**src/rtl/exmem_mem_stage.sv**
```systemverilog
// exmem_mem_stage
//   EX/MEM pipeline register plus the data-memory access sequencer that sits
//   in front of the MEM/WB register. Loads and stores go out over a
//   variable-latency req/ready port; while an access is outstanding the stage
//   raises `stall` to freeze the front of the pipeline and hands MEM/WB a
//   bubble every cycle until the access finishes (DONE).
//
//   Optional build macro: MISALIGN_TRAP_EN
//     defined   : a memory op whose address has O[1:0] != 0 skips the memory
//                 access entirely, goes straight to DONE, pulses `misalign`
//                 and has its register write suppressed.
//     undefined : no `misalign` port; the address is issued unmodified and
//                 the memory is expected to ignore the low bits.
module exmem_mem_stage #(
  parameter int DW      = 32,
  parameter int TIMEOUT = 255
) (
  input  logic          clk,
  input  logic          rst,
  input  logic          flush,
  // EX-side controls and data
  input  logic          RegWritein,
  input  logic [1:0]    MemtoRegin,
  input  logic          MemReadin,
  input  logic          MemWritein,
  input  logic [4:0]    win,
  input  logic [DW-1:0] pcp4in,
  input  logic [DW-1:0] Oin,
  input  logic [DW-1:0] wdatain,
  // data-memory port
  output logic          mem_req,
  output logic          mem_we,
  output logic [DW-1:0] mem_addr,
  output logic [DW-1:0] mem_wdata,
  input  logic          mem_ready,
  input  logic [DW-1:0] mem_rdata,
  // pipeline control
  output logic          stall,
  // MEM/WB-side outputs
  output logic          RegWriteout,
  output logic [1:0]    MemtoRegout,
  output logic [4:0]    wout,
  output logic [DW-1:0] pcp4out,
  output logic [DW-1:0] Oout,
  output logic [DW-1:0] rdataout,
`ifdef MISALIGN_TRAP_EN
  output logic          misalign,
`endif
  output logic          bus_err
);

  typedef enum logic [1:0] {
    IDLE   = 2'd0,
    ACCESS = 2'd1,
    DONE   = 2'd2
  } state_t;

  // The wait counter is 8 bits wide; the abort fires on the ACCESS cycle in
  // which the counter steps onto TIMEOUT without having seen mem_ready.
  localparam logic [7:0] CNT_LAST = 8'(TIMEOUT - 1);

  // ---------------------------------------------------------------------------
  // EX/MEM register fields
  // ---------------------------------------------------------------------------
  logic          valid_q;
  logic          regwrite_q;
  logic [1:0]    memtoreg_q;
  logic          memread_q;
  logic          memwrite_q;
  logic [4:0]    w_q;
  logic [DW-1:0] pcp4_q;
  logic [DW-1:0] o_q;
  logic [DW-1:0] wdata_q;

  // ---------------------------------------------------------------------------
  // Access sequencer state
  // ---------------------------------------------------------------------------
  state_t        state_q;
  logic [7:0]    cnt_q;
  logic [DW-1:0] rdata_q;
  logic          aborted_q;   // current instruction lost its register write
  logic          bus_err_q;
`ifdef MISALIGN_TRAP_EN
  logic          misalign_q;
`endif

  // ---------------------------------------------------------------------------
  // Derived status
  // ---------------------------------------------------------------------------
  logic is_mem;
  logic in_access;
  logic is_store;
  logic misaligned;

  // A latched instruction needs the memory when it is valid and reads or
  // writes; a store wins if both controls are (illegally) set together.
  assign is_mem    = valid_q & (memread_q | memwrite_q);
  assign in_access = (state_q == ACCESS);
  assign is_store  = memwrite_q;

`ifdef MISALIGN_TRAP_EN
  assign misaligned = is_mem & (o_q[1:0] != 2'b00);
`else
  assign misaligned = 1'b0;
`endif

  // Combinational so that the front end freezes already in the cycle right
  // after a memory op is captured, before the sequencer has left IDLE.
  assign stall = is_mem & (state_q != DONE);

  // ---------------------------------------------------------------------------
  // EX/MEM capture: load every field while not stalled; hold while stalled.
  // A flush only kills the instruction being captured, so it is naturally
  // ignored while the stage is frozen.
  // ---------------------------------------------------------------------------
  always_ff @(posedge clk or posedge rst) begin
    // NOTE: every flop in this design uses non-blocking assignment so all
    // registers update together from pre-edge values, whatever the order of
    // the always blocks or of the statements inside them.
    if (rst) begin
      valid_q    <= 1'b0;
      regwrite_q <= 1'b0;
      memtoreg_q <= 2'b00;
      memread_q  <= 1'b0;
      memwrite_q <= 1'b0;
      w_q        <= 5'd0;
      pcp4_q     <= '0;
      o_q        <= '0;
      wdata_q    <= '0;
    end else if (!stall) begin
      valid_q    <= ~flush;
      regwrite_q <= RegWritein;
      memtoreg_q <= MemtoRegin;
      memread_q  <= MemReadin;
      memwrite_q <= MemWritein;
      w_q        <= win;
      pcp4_q     <= pcp4in;
      o_q        <= Oin;
      wdata_q    <= wdatain;
    end
  end

  // ---------------------------------------------------------------------------
  // Access sequencer: IDLE -> ACCESS -> DONE -> IDLE, with wait counting,
  // timeout abort, load-data capture and the one-cycle error pulses.
  // ---------------------------------------------------------------------------
  always_ff @(posedge clk or posedge rst) begin
    if (rst) begin
      state_q    <= IDLE;
      cnt_q      <= 8'd0;
      rdata_q    <= '0;
      aborted_q  <= 1'b0;
      bus_err_q  <= 1'b0;
`ifdef MISALIGN_TRAP_EN
      misalign_q <= 1'b0;
`endif
    end else begin
      // Pulse outputs are only ever high for the single DONE cycle.
      bus_err_q  <= 1'b0;
`ifdef MISALIGN_TRAP_EN
      misalign_q <= 1'b0;
`endif
      case (state_q)
        IDLE: begin
          if (is_mem) begin
            if (misaligned) begin
              // Trap without touching memory.
              state_q    <= DONE;
              aborted_q  <= 1'b1;
`ifdef MISALIGN_TRAP_EN
              misalign_q <= 1'b1;
`endif
            end else begin
              state_q <= ACCESS;
              cnt_q   <= 8'd0;
            end
          end
        end

        ACCESS: begin
          if (mem_ready) begin
            // Stores complete without disturbing the last load data.
            if (!is_store) begin
              rdata_q <= mem_rdata;
            end
            state_q <= DONE;
          end else begin
            cnt_q <= cnt_q + 8'd1;
            if (cnt_q == CNT_LAST) begin
              // Memory never answered: give up, flag it, and make sure the
              // instruction cannot write a bogus value back.
              state_q   <= DONE;
              bus_err_q <= 1'b1;
              rdata_q   <= '0;
              aborted_q <= 1'b1;
            end
          end
        end

        DONE: begin
          // The next instruction is captured on this same edge.
          state_q   <= IDLE;
          aborted_q <= 1'b0;
        end

        default: begin
          state_q <= IDLE;
        end
      endcase
    end
  end

  // ---------------------------------------------------------------------------
  // Memory port: driven only while an access is in flight. Because the state
  // register resets asynchronously, a reset mid-access drops mem_req at once.
  // ---------------------------------------------------------------------------
  assign mem_req   = in_access;
  assign mem_we    = in_access & is_store;
  assign mem_addr  = in_access ? o_q     : '0;
  assign mem_wdata = in_access ? wdata_q : '0;

  // ---------------------------------------------------------------------------
  // MEM/WB feed: the write enable is masked while stalled, so MEM/WB picks up
  // a bubble each stalled cycle and the real instruction on the DONE cycle.
  // ---------------------------------------------------------------------------
  assign RegWriteout = valid_q & regwrite_q & ~stall & ~aborted_q;
  assign MemtoRegout = memtoreg_q;
  assign wout        = w_q;
  assign pcp4out     = pcp4_q;
  assign Oout        = o_q;
  assign rdataout    = rdata_q;
  assign bus_err     = bus_err_q;
`ifdef MISALIGN_TRAP_EN
  assign misalign    = misalign_q;
`endif

endmodule

```
**config.mk**
```make
export PLATFORM = sky130hd
export DESIGN_NAME = exmem_mem_stage
export DESIGN_NICKNAME = d
export VERILOG_FILES = /design/src/rtl/exmem_mem_stage.sv
export SDC_FILE = /design/constraint.sdc
export NUM_CORES = 1
export LEC_CHECK = 0
export CELL_PAD_IN_SITES_DETAIL_PLACEMENT = 0
export CELL_PAD_IN_SITES_GLOBAL_PLACEMENT = 1
export CORE_MARGIN = 1
export CORE_UTILIZATION = 30
export DETAILED_ROUTE_END_ITERATION = 6
export GPL_TIMING_DRIVEN = 1
export PLACE_DENSITY = 0.83
export SLEW_MARGIN = 0
export SYNTH_ARGS = -nofsm -noshare
export SYNTH_HDL_FRONTEND = slang
export SYNTH_SLANG_ARGS = --single-unit
```
**constraint.sdc**
```tcl
create_clock -name clk -period 5.9 [get_ports clk]
set_clock_uncertainty 0.2 [all_clocks]
set_input_delay 1.18 -clock clk [delete_from_list [all_inputs] [get_ports clk]]
set_output_delay 1.18 -clock clk [all_outputs]
set_load 0.005 [all_outputs]
```
Word-level counts from Yosys, hierarchy flattened
Cells that the tools add are included.
{"block": "word_totals", "in_bits": 142, "register_bits": 151, "word_cells": 60}
{"block": "classes", "add_sub_neg": 1, "n_reduce_logical": 8, "mux": 18, "bitwise_logic": 10, "eq_ne": 9}
{"operator": "$mux W32", "n": 5}
{"operator": "$mux W8", "n": 2}
{"operator": "$pmux W8 S2", "n": 1}
{"operator": "$reduce_and A3 Y1", "n": 3}
{"operator": "$add A8 B1 Y8 const B", "n": 1}
{"operator": "$eq A8 B8 Y1 const B", "n": 1}
{"operator": "$ne A2 B2 Y1 const B", "n": 4}
{"operator": "$and A1 B1 Y1", "n": 6}
{"operator": "$mux W2", "n": 3}
{"operator": "$reduce_bool A2 Y1", "n": 3}
{"operator": "$mux W1", "n": 5}
{"operator": "$pmux W2 S2", "n": 1}
{"operator": "$ne A3 B2 Y1 const B", "n": 1}
{"operator": "$not A1 Y1", "n": 3}
{"operator": "$eq A2 B1 Y1 const B", "n": 1}
{"operator": "$eq A2 B2 Y1 const B", "n": 1}
{"operator": "$logic_not A2 Y1", "n": 1}
{"operator": "$ne A2 B1 Y1 const B", "n": 1}
{"operator": "$pmux W1 S2", "n": 1}
{"operator": "$reduce_and A2 Y1", "n": 1}
{"operator": "$or A1 B1 Y1", "n": 1}

Logic depth before layout (Yosys ltp)
Gate-level depths: netlist of the first run.
{"block": "depth", "depth_word": 6, "ltp_mapped": 6, "depth_no_buf": 5}

Least setup slack after synthesis of the first run
Ideal clock, no wire load.
{"block": "synth_path", "kind": "register -> output", "startpoint": "register state_q[0]", "endpoint": "output RegWriteout", "arrival_ns": 1.395, "slack_ns": 3.125, "stages_incl_launch_ff": 7, "required_time_ns": 4.520, "path_cell_list": "dfrtp_1 > nand2b_1 > nor2b_1 > buf_2 > buf_2 > buf_4 > nor3_1"}
{"block": "synth_via", "elab_chain_cells": 5}
{"element": "start: declaration", "line": "78", "rtl": "state_t state_q;"}
{"element": "start signal: assignment", "line": "149", "rtl": "state_q <= IDLE;"}
{"element": "start signal: assignment", "line": "168", "rtl": "state_q <= DONE;"}
{"element": "start signal: assignment", "line": "174", "rtl": "state_q <= ACCESS;"}
{"element": "$ne A2 B2 Y1", "line": "109", "rtl": "assign stall = is_mem & (state_q != DONE);"}
{"element": "$and A1 B1 Y1", "line": "109"}
{"element": "via stall", "line": "38", "rtl": "output logic stall,"}
{"element": "$not A1 Y1", "line": "226", "rtl": "assign RegWriteout = valid_q & regwrite_q & ~stall & ~aborted_q;"}
{"element": "$and A1 B1 Y1 (2 in a row)", "line": "226"}
{"element": "end: declaration", "line": "40", "rtl": "output logic RegWriteout,"}
The timed path passes the listed nets, and every way through them passes these cells.

Final worst setup path of the first run
{"block": "layout_path", "startpoint": "register memwrite_q, in the netlist is_store", "endpoint": "output RegWriteout"}
{"block": "layout_via", "elab_chain_cells": 6}
{"element": "start: declaration", "line": "69", "rtl": "logic memwrite_q;"}
{"element": "start signal: assignment", "line": "135", "rtl": "memwrite_q <= MemWritein;"}
{"element": "$or A1 B1 Y1", "line": "97", "rtl": "assign is_mem = valid_q & (memread_q | memwrite_q);"}
{"element": "$and A1 B1 Y1", "line": "97"}
{"element": "$and A1 B1 Y1", "line": "109"}
{"element": "$not A1 Y1", "line": "226"}
{"element": "$and A1 B1 Y1 (2 in a row)", "line": "226"}
Every way passes these cells.

==> impl_results.md, run 1 <==
- Run status: completed
- Detailed Routing Iterations Pass 1: 4
- Tot GR Track Use: 0.167
- Max-cap viol count: 0
- Vias in the first global route: 4985
- Design area: 10200 um^2
- Min-delay worst type: reg2reg
- Period utilisation layout: 0.682
- DRC Markers: 0
- Initial antenna violation count: 0
- TNS Setup: 0 ns
- Die H: 146 um
- Core Area: 20300 um^2
- LEAKAGE: 0.00418 uW
- Asr flop ratio synth: 1.00
- Startpoint types: flop
- Initial core utilization: 0.307
- CTS Buf Count: 17
- Starting DRT DRC Count: 128
- Per-cell routed wire length: 15.8 um
- Root buffer cell: clkbuf_16
- Yosys reg bits: 151
- Final hold vios: 0
- Critical path capture point type: output pin
- Post-synth cell types: 31
- Post-Syn Instances: 498
- GPL Wtd Cong: 0.772
- Number of flops mapped to enable cells by yosys: 0
- Slack of the critical path: between 1.5 and 2 ns
- Ant. Diodes: 0
- Max-slew violation count: 0
- CTS tree: done
- RSZ-0062 raised after global routing: false
- Layout Utilization: 0.503
- Post-layout min period: 4.02 ns
- Syn_area_per_cell: 12.5 um^2
- Area Growth Syn to Fin: 63.7%
- Detailed-route vias per instance: 4.45
- Syn nets: 642
- Top_reg_cell synth: dfrtp_1
- Fill cells: between 1500 and 2000
- Hold_buf cts: 0
- H-tree Lvls: 4
- Final Setup Violations: 0
- Total gr overflow: 0
- Post-CTS Setup Repair Bufs: 0
- Count of cells resized by post-cts repair: 0
- Die Width: approximately 150 um
- Port-buffer cells: 313
- # rows: 52
- Clk sinks: approximately 150
- Max clock buf depth: 2
- Share of cells above drive strength 1: 0.181
- Slew HR: 0.267
- Detailed placer's ending HPWL: 12300 um
- Measured slew at the worst slew-check pin: between 1 and 1.5 ns
- Final WL: 17200 um
- Worst endpoint required time: 4.52 ns
- Register Area: 3780 um^2
- First-pass GRT wire length: 27700 um
- Clock Latency Late Sink: 0.42 ns
- Final Net Count: 950
- Kind of critical path: reg2out
- Area after DPL: 9650 um^2
- Remaining antenna violation count: 0
- Synth Warn #: 0
- DIE AREA: 21400 um^2
- Crit path DAT: 2.64 ns
- CP max FO: 33
- VDD IR-drop max: 0.248 mV
- Worst hold start: memread_q
- Fmax achieved: roughly 250 MHz
- Worst setup path start: is_store
- Total number of vias: between 4000 and 5000
- Reg2Reg Launch Point: is_store
- Clk slew on worst S/H paths: 0.06 ns
- Footprint of the multi-input gates: between 2000 and 2500 um^2
- Ports: 314
- Mapped Area: 6240 um^2
- PwrDens: around 530 nW/um^2
- Largest net degree at the start of global routing: 75
- Sequential share of the synthesized area: 0.605
- Pre-CTS WS: 2.09 ns
-- Yosys cell counts, types with 2 or more instances --
cell type	instances	area (um^2)
ha_1	2	25.0
dfrtp_1	151	3780
clkbuf_1	15	56.3
nor3_1	2	10.0
nand4bb_1	2	22.5
and2_1	65	407
or3_1	3	18.8
nand4_1	2	12.5
o21ai_0	37	185
o31ai_1	2	15.0
nand2_1	68	255
inv_1	3	11.3
buf_2	15	75.1
nand2b_1	3	18.8
a21oi_1	5	25.0
mux2_2	106	1190
or4_1	2	15.0
nor2_1	2	7.51
-- kinds of logic (layout without fill, tap and decap cells) --
logic type,Yosys count,in the layout,synth area share
muxes,106,106,0.191
and+or+nand+nor,155,155,0.132
xor gates and xnor gates,1,1,0.00140
DFF,151,151,0.605
buffers and inverters,34,355,0.0241
AOI/OAI and AO/OA,49,49,0.0421
adders and majority gates,2,2,0.00401
-- where the power goes --
group	internal (uW)	switching [uW]	total [uW]	leakage [uW]
clock network	595	446	1040	0.000266
logic	1680	885	2570	0.00210
registers	1530	302	1840	0.00181
total	3810	1630	5440	0.00418
-- layer usage --
layer | routed length (um) | global-route usage
met5 | 0 | 0
met4 | 374 | 0.0688
met2 | 8400 | 0.270
met1 | 7200 | 0.208
met3 | 1210 | 0.0500
-- area by class of cell --
| class | instances | area share |
|---|---|---|
| clock inverters | 13 | 0.0120 |
| repair buffers | 320 | 0.312 |
| multi-input cells | 313 | 0.228 |
| flip-flops and latches | 151 | 0.370 |
| inverters | 3 | 0.00159 |
| clock buffers | 19 | 0.0433 |
| well taps | 270 | 0.0331 |
-- critical path: stages (launching register included) --
cell	delay, ns
dfrtp_1	0.45
o21ai_0	0.54
nor2b_4	0.15
buf_4	0.30
nor3_1	0.22
clkdlybuf4s50_1	0.56
-- path summary, 6_finish.rpt --
path,to,slack (ns),cells after the start
worst min-delay path,memread_q,0.30,1
max in group asynchronous,pcp4out[2],3.43,3
worst max register to register,Oout[21],2.82,5
min in group asynchronous,pcp4out[29],1.03,2
worst min register to register,memread_q,0.30,1
worst max-delay path,RegWriteout,1.88,5
-- state kept, by name, summed over array words and instances, names as in the netlist --
signal and flops:
Oout 32, pcp4out 32, rdataout 32, wdata_q 32, cnt_q 8, wout 5
MemtoRegout 2, state_q 2, aborted_q 1, bus_err 1, is_store 1, memread_q 1
regwrite_q 1, valid_q 1
-- layout by cell type (no fill, tap or decap), drive strengths merged, types with 2 or more instances in the layout --
cell / count
clkdlybuf4s50: 313
dfrtp: 151
mux2: 106
nand2: 68
and2: 65
o21ai: 37
clkbuf: 19
buf: 7
clkinv: 6
a21oi: 5
inv: 5
clkinvlp: 4
nand2b: 3
or3: 3
nor3: 3
nand4: 2
nand4bb: 2
nor2: 2
o31ai: 2
or4: 2
ha: 2
-- through the flow --
step / std cells / hold WS [ns] / total power [uW]
finish: 1089 / 0.301 / 5440
global route: 1089 / 0.316 / 5810
detailed placement: 1057 / 0.276 / 4450
floorplan: 498 / 0.251 / 2970
global placement: 1057 / 0.277 / 4420
CTS: 1089 / 0.299 / 5530
Note: power is estimated with default switching activity, not from simulation.
==> run 2, diff against run 1 <==
==> constraint.sdc (replaced) <==
create_clock -name clk -period 4.2 [get_ports clk]
set_clock_uncertainty 0.2 [all_clocks]
set_input_delay 0.84 -clock clk [delete_from_list [all_inputs] [get_ports clk]]
set_output_delay 0.84 -clock clk [all_outputs]
set_load 0.005 [all_outputs]
==> run 2 against run 1 <==
Net effect: total power increased by 42%; critical path type unchanged; routed wire length shrank 0.21%; final cell count unchanged; count of clock-buffer cells in the layout decreased by 2; via count decreased by 0.37%; non-clock buffer count is the same; sequential share of layout area fell by 0.15 points.
==> impl_results.md, run 2 (synthesis results as in run 1) <==
- H-tree Lvls: 4
- Max-slew violation count: 0
- Total number of vias: just under 5000
- Slew HR: 0.387
- Starting DRT DRC Count: between 100 and 150
- Power, Total: 7720 uW
- Fmax achieved: approximately 290 MHz
- Commonest cells after routing, fill and taps aside: clkdlybuf4s50_1, dfrtp_1, mux2_2
- Design area: 10300 um^2
- Post-CTS Setup Repair Bufs: 0
- VDD IR-drop max: 0.527 mV
- Final std cells w/o fill: approximately 1100
- Run status: completed
- TNS Setup: 0 ns
- Footprint of the multi-input gates: 2330 um^2
- RSZ-0062 raised after global routing: false
- Final Net Count: 950
- Share of cells above drive strength 1: 0.182
- Detailed-route vias per instance: 4.44
- Layout Utilization: 0.505
- Area Growth Syn to Fin: 64.4%
- Kind of critical path: reg2out
- Clk sinks: 151
- First-pass GRT wire length: 27500 um
- Hold_buf cts: 0
- Worst endpoint required time: 3.16 ns
- DRC Markers: 0
- Die H: approximately 150 um
- DIE AREA: 21400 um^2
- GR Layer Usage met3: 0.0472
- Total gr overflow: 0
- CP max stage cell: clkdlybuf4s50_1
- Ant. Diodes: 0
- Most common cell after layout, fill and taps aside: clkdlybuf4s50_1
- Max-cap viol count: 0
- GR Layer Usage met1: 0.205
- Remaining antenna violation count: 0
- CTS Buf Count: 17
- Fill cells: 1853
- Slowest Stage Delay on Critical Path: just over 0.5 ns
- Post-layout min period: 3.50 ns
- Root buffer cell: clkbuf_16
- Crit-path cells: nand2b_1 -> inv_1 -> buf_4 -> and2_1 -> clkdlybuf4s50_1
- Tot GR Track Use: 0.165
- Measured slew at the worst slew-check pin: 0.913 ns
- Largest net degree at the start of global routing: 99
- Initial core utilization: 0.307
- Placed insts: around 1100
- # rows: 52
- Per-cell routed wire length: 15.7 um
- Crit path DAT: 2.46 ns
- Initial antenna violation count: 0
- Count of cells resized by post-cts repair: 0
- Area after DPL: 9680 um^2
- Flop-to-flop setup slack: 1.73 ns
- Vias in the first global route: 4998
- Min-delay worst type: reg2reg
- CTS tree: done
- Die Width: roughly 150 um
- Startpoint types: flop
- LEAKAGE: 0.00421 uW
- Ports: about 310
- Max clock buf depth: 2
- Port-buffer cells: between 300 and 400
- Register Area: 3780 um^2
- GR Layer Usage met2: 0.271
- PwrDens: around 750 nW/um^2
- Clock Latency Late Sink: 0.43 ns
- Detailed placer's ending HPWL: 12000 um
- Critical path capture point type: output pin
- Core Area: 20300 um^2
- Final WL: around 17000 um
- Final hold vios: 0
- Final Setup Violations: 0
- Period utilisation layout: 0.834
- Detailed Routing Iterations Pass 1: 4
- GPL Wtd Cong: about 0.78
- Busiest layer in global routing: met2
- Clk slew on worst S/H paths: 0.07 ns
- CP max FO: 66
[run 2: changes by cell type in the layout (fill, tap and decap cells not counted), sizes merged]
cell,delta
inv,+6
clkinvlp,-3
clkinv,-1
clkbuf,-2
[run 2: cell type report]
type | instances | area share
well taps | 270 | 0.0329
multi-input cells | 313 | 0.228
clock inverters | 15 | 0.0155
repair buffers | 320 | 0.313
inverters | 3 | 0.00146
flip-flops and latches | 151 | 0.368
clock buffers | 17 | 0.0415
[run 2: per-layer routing]
metal	part of all wire	vias up	routed length (um)
met5	0	-	0
met4	0.018	0	313
met3	0.062	22	1060
met2	0.50	165	8510
met1	0.42	2351	7270
li1	-	2293	-
[run 2: worst max-delay path, delay by kind of cell, from the launching register on]
family | cells | cell delay (ns)
and+or+nand+nor | 2 | 0.47
DFF | 1 | 0.47
buffers and inverters | 3 | 1.05
[run 2: power by group]
part / switching (uW) / internal [uW]
clock: 690 / 844
combinational: 1240 / 2370
sequential: 433 / 2150
[run 2: path summary, 6_finish.rpt]
| kind | start | to | cells past startpoint |
|---|---|---|---|
| max in group asynchronous | rst | Oout[23] | 3 |
| max reg2reg | is_store | Oout[15] | 4 |
| min in group asynchronous | rst | memread_q | 3 |
| min reg2reg | wdata_q[29] | wdata_q[29] | 1 |
| max | state_q[1] | mem_addr[18] | 5 |
| min | wdata_q[29] | wdata_q[29] | 1 |
[run 2: metrics by stage]
step	setup slack (ns)	hold WS, ns
CTS	0.657	0.300
detailed placement	0.956	0.286
global route	0.483	0.303
floorplan	1.26	0.251
global placement	1.02	0.276
finish	0.696	0.301
==> run 3, diff against run 2 <==
==> constraint.sdc (replaced) <==
create_clock -name clk -period 3.66 [get_ports clk]
set_clock_uncertainty 0.2 [all_clocks]
set_input_delay 0.732 -clock clk [delete_from_list [all_inputs] [get_ports clk]]
set_output_delay 0.732 -clock clk [all_outputs]
set_load 0.005 [all_outputs]
==> run 3 against run 2 <==
Net effect: sequential cell count unchanged; final cell count up 0.18%; worst setup slack worse by 0.37 ns; global-route usage down 0.12 points; non-clock buffer count up 3.
==> impl_results.md, run 3 (synthesis results as in run 1) <==
- Run status: completed
- Startpoint types: flop
- Initial antenna violation count: 0
- Clock Latency Late Sink: 0.42 ns
- Slowest Stage Delay on Critical Path: 0.51 ns
- GPL Wtd Cong: 0.732
- Period utilisation layout: 0.911
- Detailed-route vias per instance: 4.40
- DRC Markers: 0
- Fmax achieved: 300 MHz
- Ant. Diodes: 0
- LEAKAGE: 0.00421 uW
- Die H: roughly 150 um
- Clk sinks: 151
- Starting DRT DRC Count: 126
- # rows: 52
- Final WL: 17100 um
- Share of cells above drive strength 1: 0.184
- Root buffer cell: clkbuf_16
- Design area: 10300 um^2
- Max clock buf depth: 2
- Port-buffer cells: about 310
- Hold_buf cts: 0
- Kind of critical path: reg2out
- Crit-path cells: nand2b_1 -> inv_1 -> buf_12 -> and2_1 -> clkdlybuf4s50_1
- Area after DPL: 9710 um^2
- Crit path DAT: 2.40 ns
- Critical path capture point type: output pin
- Layout Utilization: 0.507
- Post-CTS Setup Repair Bufs: 0
- Slew HR: 0.423
- Power, Total: around 8900 uW
- Min-delay worst type: reg2reg
- Ports: about 310
- Core Area: 20300 um^2
- Detailed placer's ending HPWL: 12100 um
- Final hold vios: 0
- Per-cell routed wire length: roughly 16 um
- Final Net Count: 953
- Remaining antenna violation count: 0
- CTS tree: done
- Post-layout min period: between 3 and 4 ns
- CP bufs+invs: 3
- Most common cell after layout, fill and taps aside: clkdlybuf4s50_1
- DIE AREA: 21400 um^2
- Area Growth Syn to Fin: 65.0%
- Detailed Routing Iterations Pass 1: 4
- Final Setup Violations: 0
- Count of cells resized by post-cts repair: 0
- Die Width: 146 um
- CP max stage cell: clkdlybuf4s50_1
- TNS Setup: 0 ns
- Commonest cells after routing, fill and taps aside: clkdlybuf4s50_1, dfrtp_1, mux2_2
- Measured slew at the worst slew-check pin: 0.860 ns
- Tot GR Track Use: 0.163
- RSZ-0062 raised after global routing: false
- PwrDens: roughly 860 nW/um^2
- H-tree Lvls: 4
- Vias in the first global route: roughly 5000
- Initial core utilization: 0.307
- Clk slew on worst S/H paths: roughly 0.07 ns
- Flop-to-flop setup slack: ~1.6 ns
- First-pass GRT wire length: 27300 um
- VDD IR-drop max: ~0.60 mV
- Max-slew violation count: 0
- CP max FO: 58
- Total number of vias: around 4800
- Total gr overflow: 0
- CTS Buf Count: 17
- Max-cap viol count: 0
- Largest net degree at the start of global routing: 108
- Worst endpoint required time: about 2.7 ns
- Crit path max-delay family: buffers and inverters
## run 3: cell types whose count changed in the layout (fill, tap and decap cells not counted), sizes merged
cell      previous run  this run
clkinv               5         2
inv                 11         7
clkbuf              17        18
bufinv               1         2
clkinvlp             1         5
buf                  7        10
## run 3: worst register-to-register path, stage by stage (launching register included)
cell	delay, ns
dfrtp_1	0.34
o21ai_0	0.26
nor2b_4	0.24
buf_12	0.44
mux2_2	0.51
## run 3: area by class of cell
type	count	area (um^2)
inverters	3	15.0
well taps	270	338
clock inverters	13	144
multi-input cells	313	2330
fillers	1842	10000
flip-flops and latches	151	3780
repair buffers	323	3250
clock buffers	18	439
## run 3: through the flow
| stage | instances | setup WS (ns) | hold slack (ns) |
|---|---|---|---|
| 6_report | 1091 | 0.324 | 0.290 |
| 5_1_grt | 1091 | 0.144 | 0.306 |
| 4_1_cts | 1091 | 0.308 | 0.294 |
| 3_5_place_dp | 1060 | 0.769 | 0.280 |
| 3_3_place_gp | 1060 | 0.819 | 0.267 |
| 2_1_floorplan | 498 | 0.825 | 0.251 |
## run 3: layer usage
layer,vias to the layer above,GRT usage,wire [um]
li1,2297,-,-
met1,2338,0.203,7260
met2,155,0.270,8500
met3,13,0.0491,1070
met4,0,0.0563,230
met5,-,0,0
## run 3: where the power goes
group          switching (uW)  total [uW]  leakage, uW  internal (uW)
Combinational            1440        4180      0.00213           2750
Clock                     725        1750     0.000276           1030
Sequential                476        2950      0.00181           2470
Total                    2640        8880      0.00421           6240
## run 3: worst paths after layout
check | to | start | cells past startpoint
max in group asynchronous | wdata_q[17] | rst | 3
worst max-delay path | mem_addr[6] | state_q[1] | 5
worst min-delay path | aborted_q | aborted_q | 1
worst min register to register | aborted_q | aborted_q | 1
worst max register to register | Oout[8] | memread_q | 4
min in group asynchronous | aborted_q | rst | 3
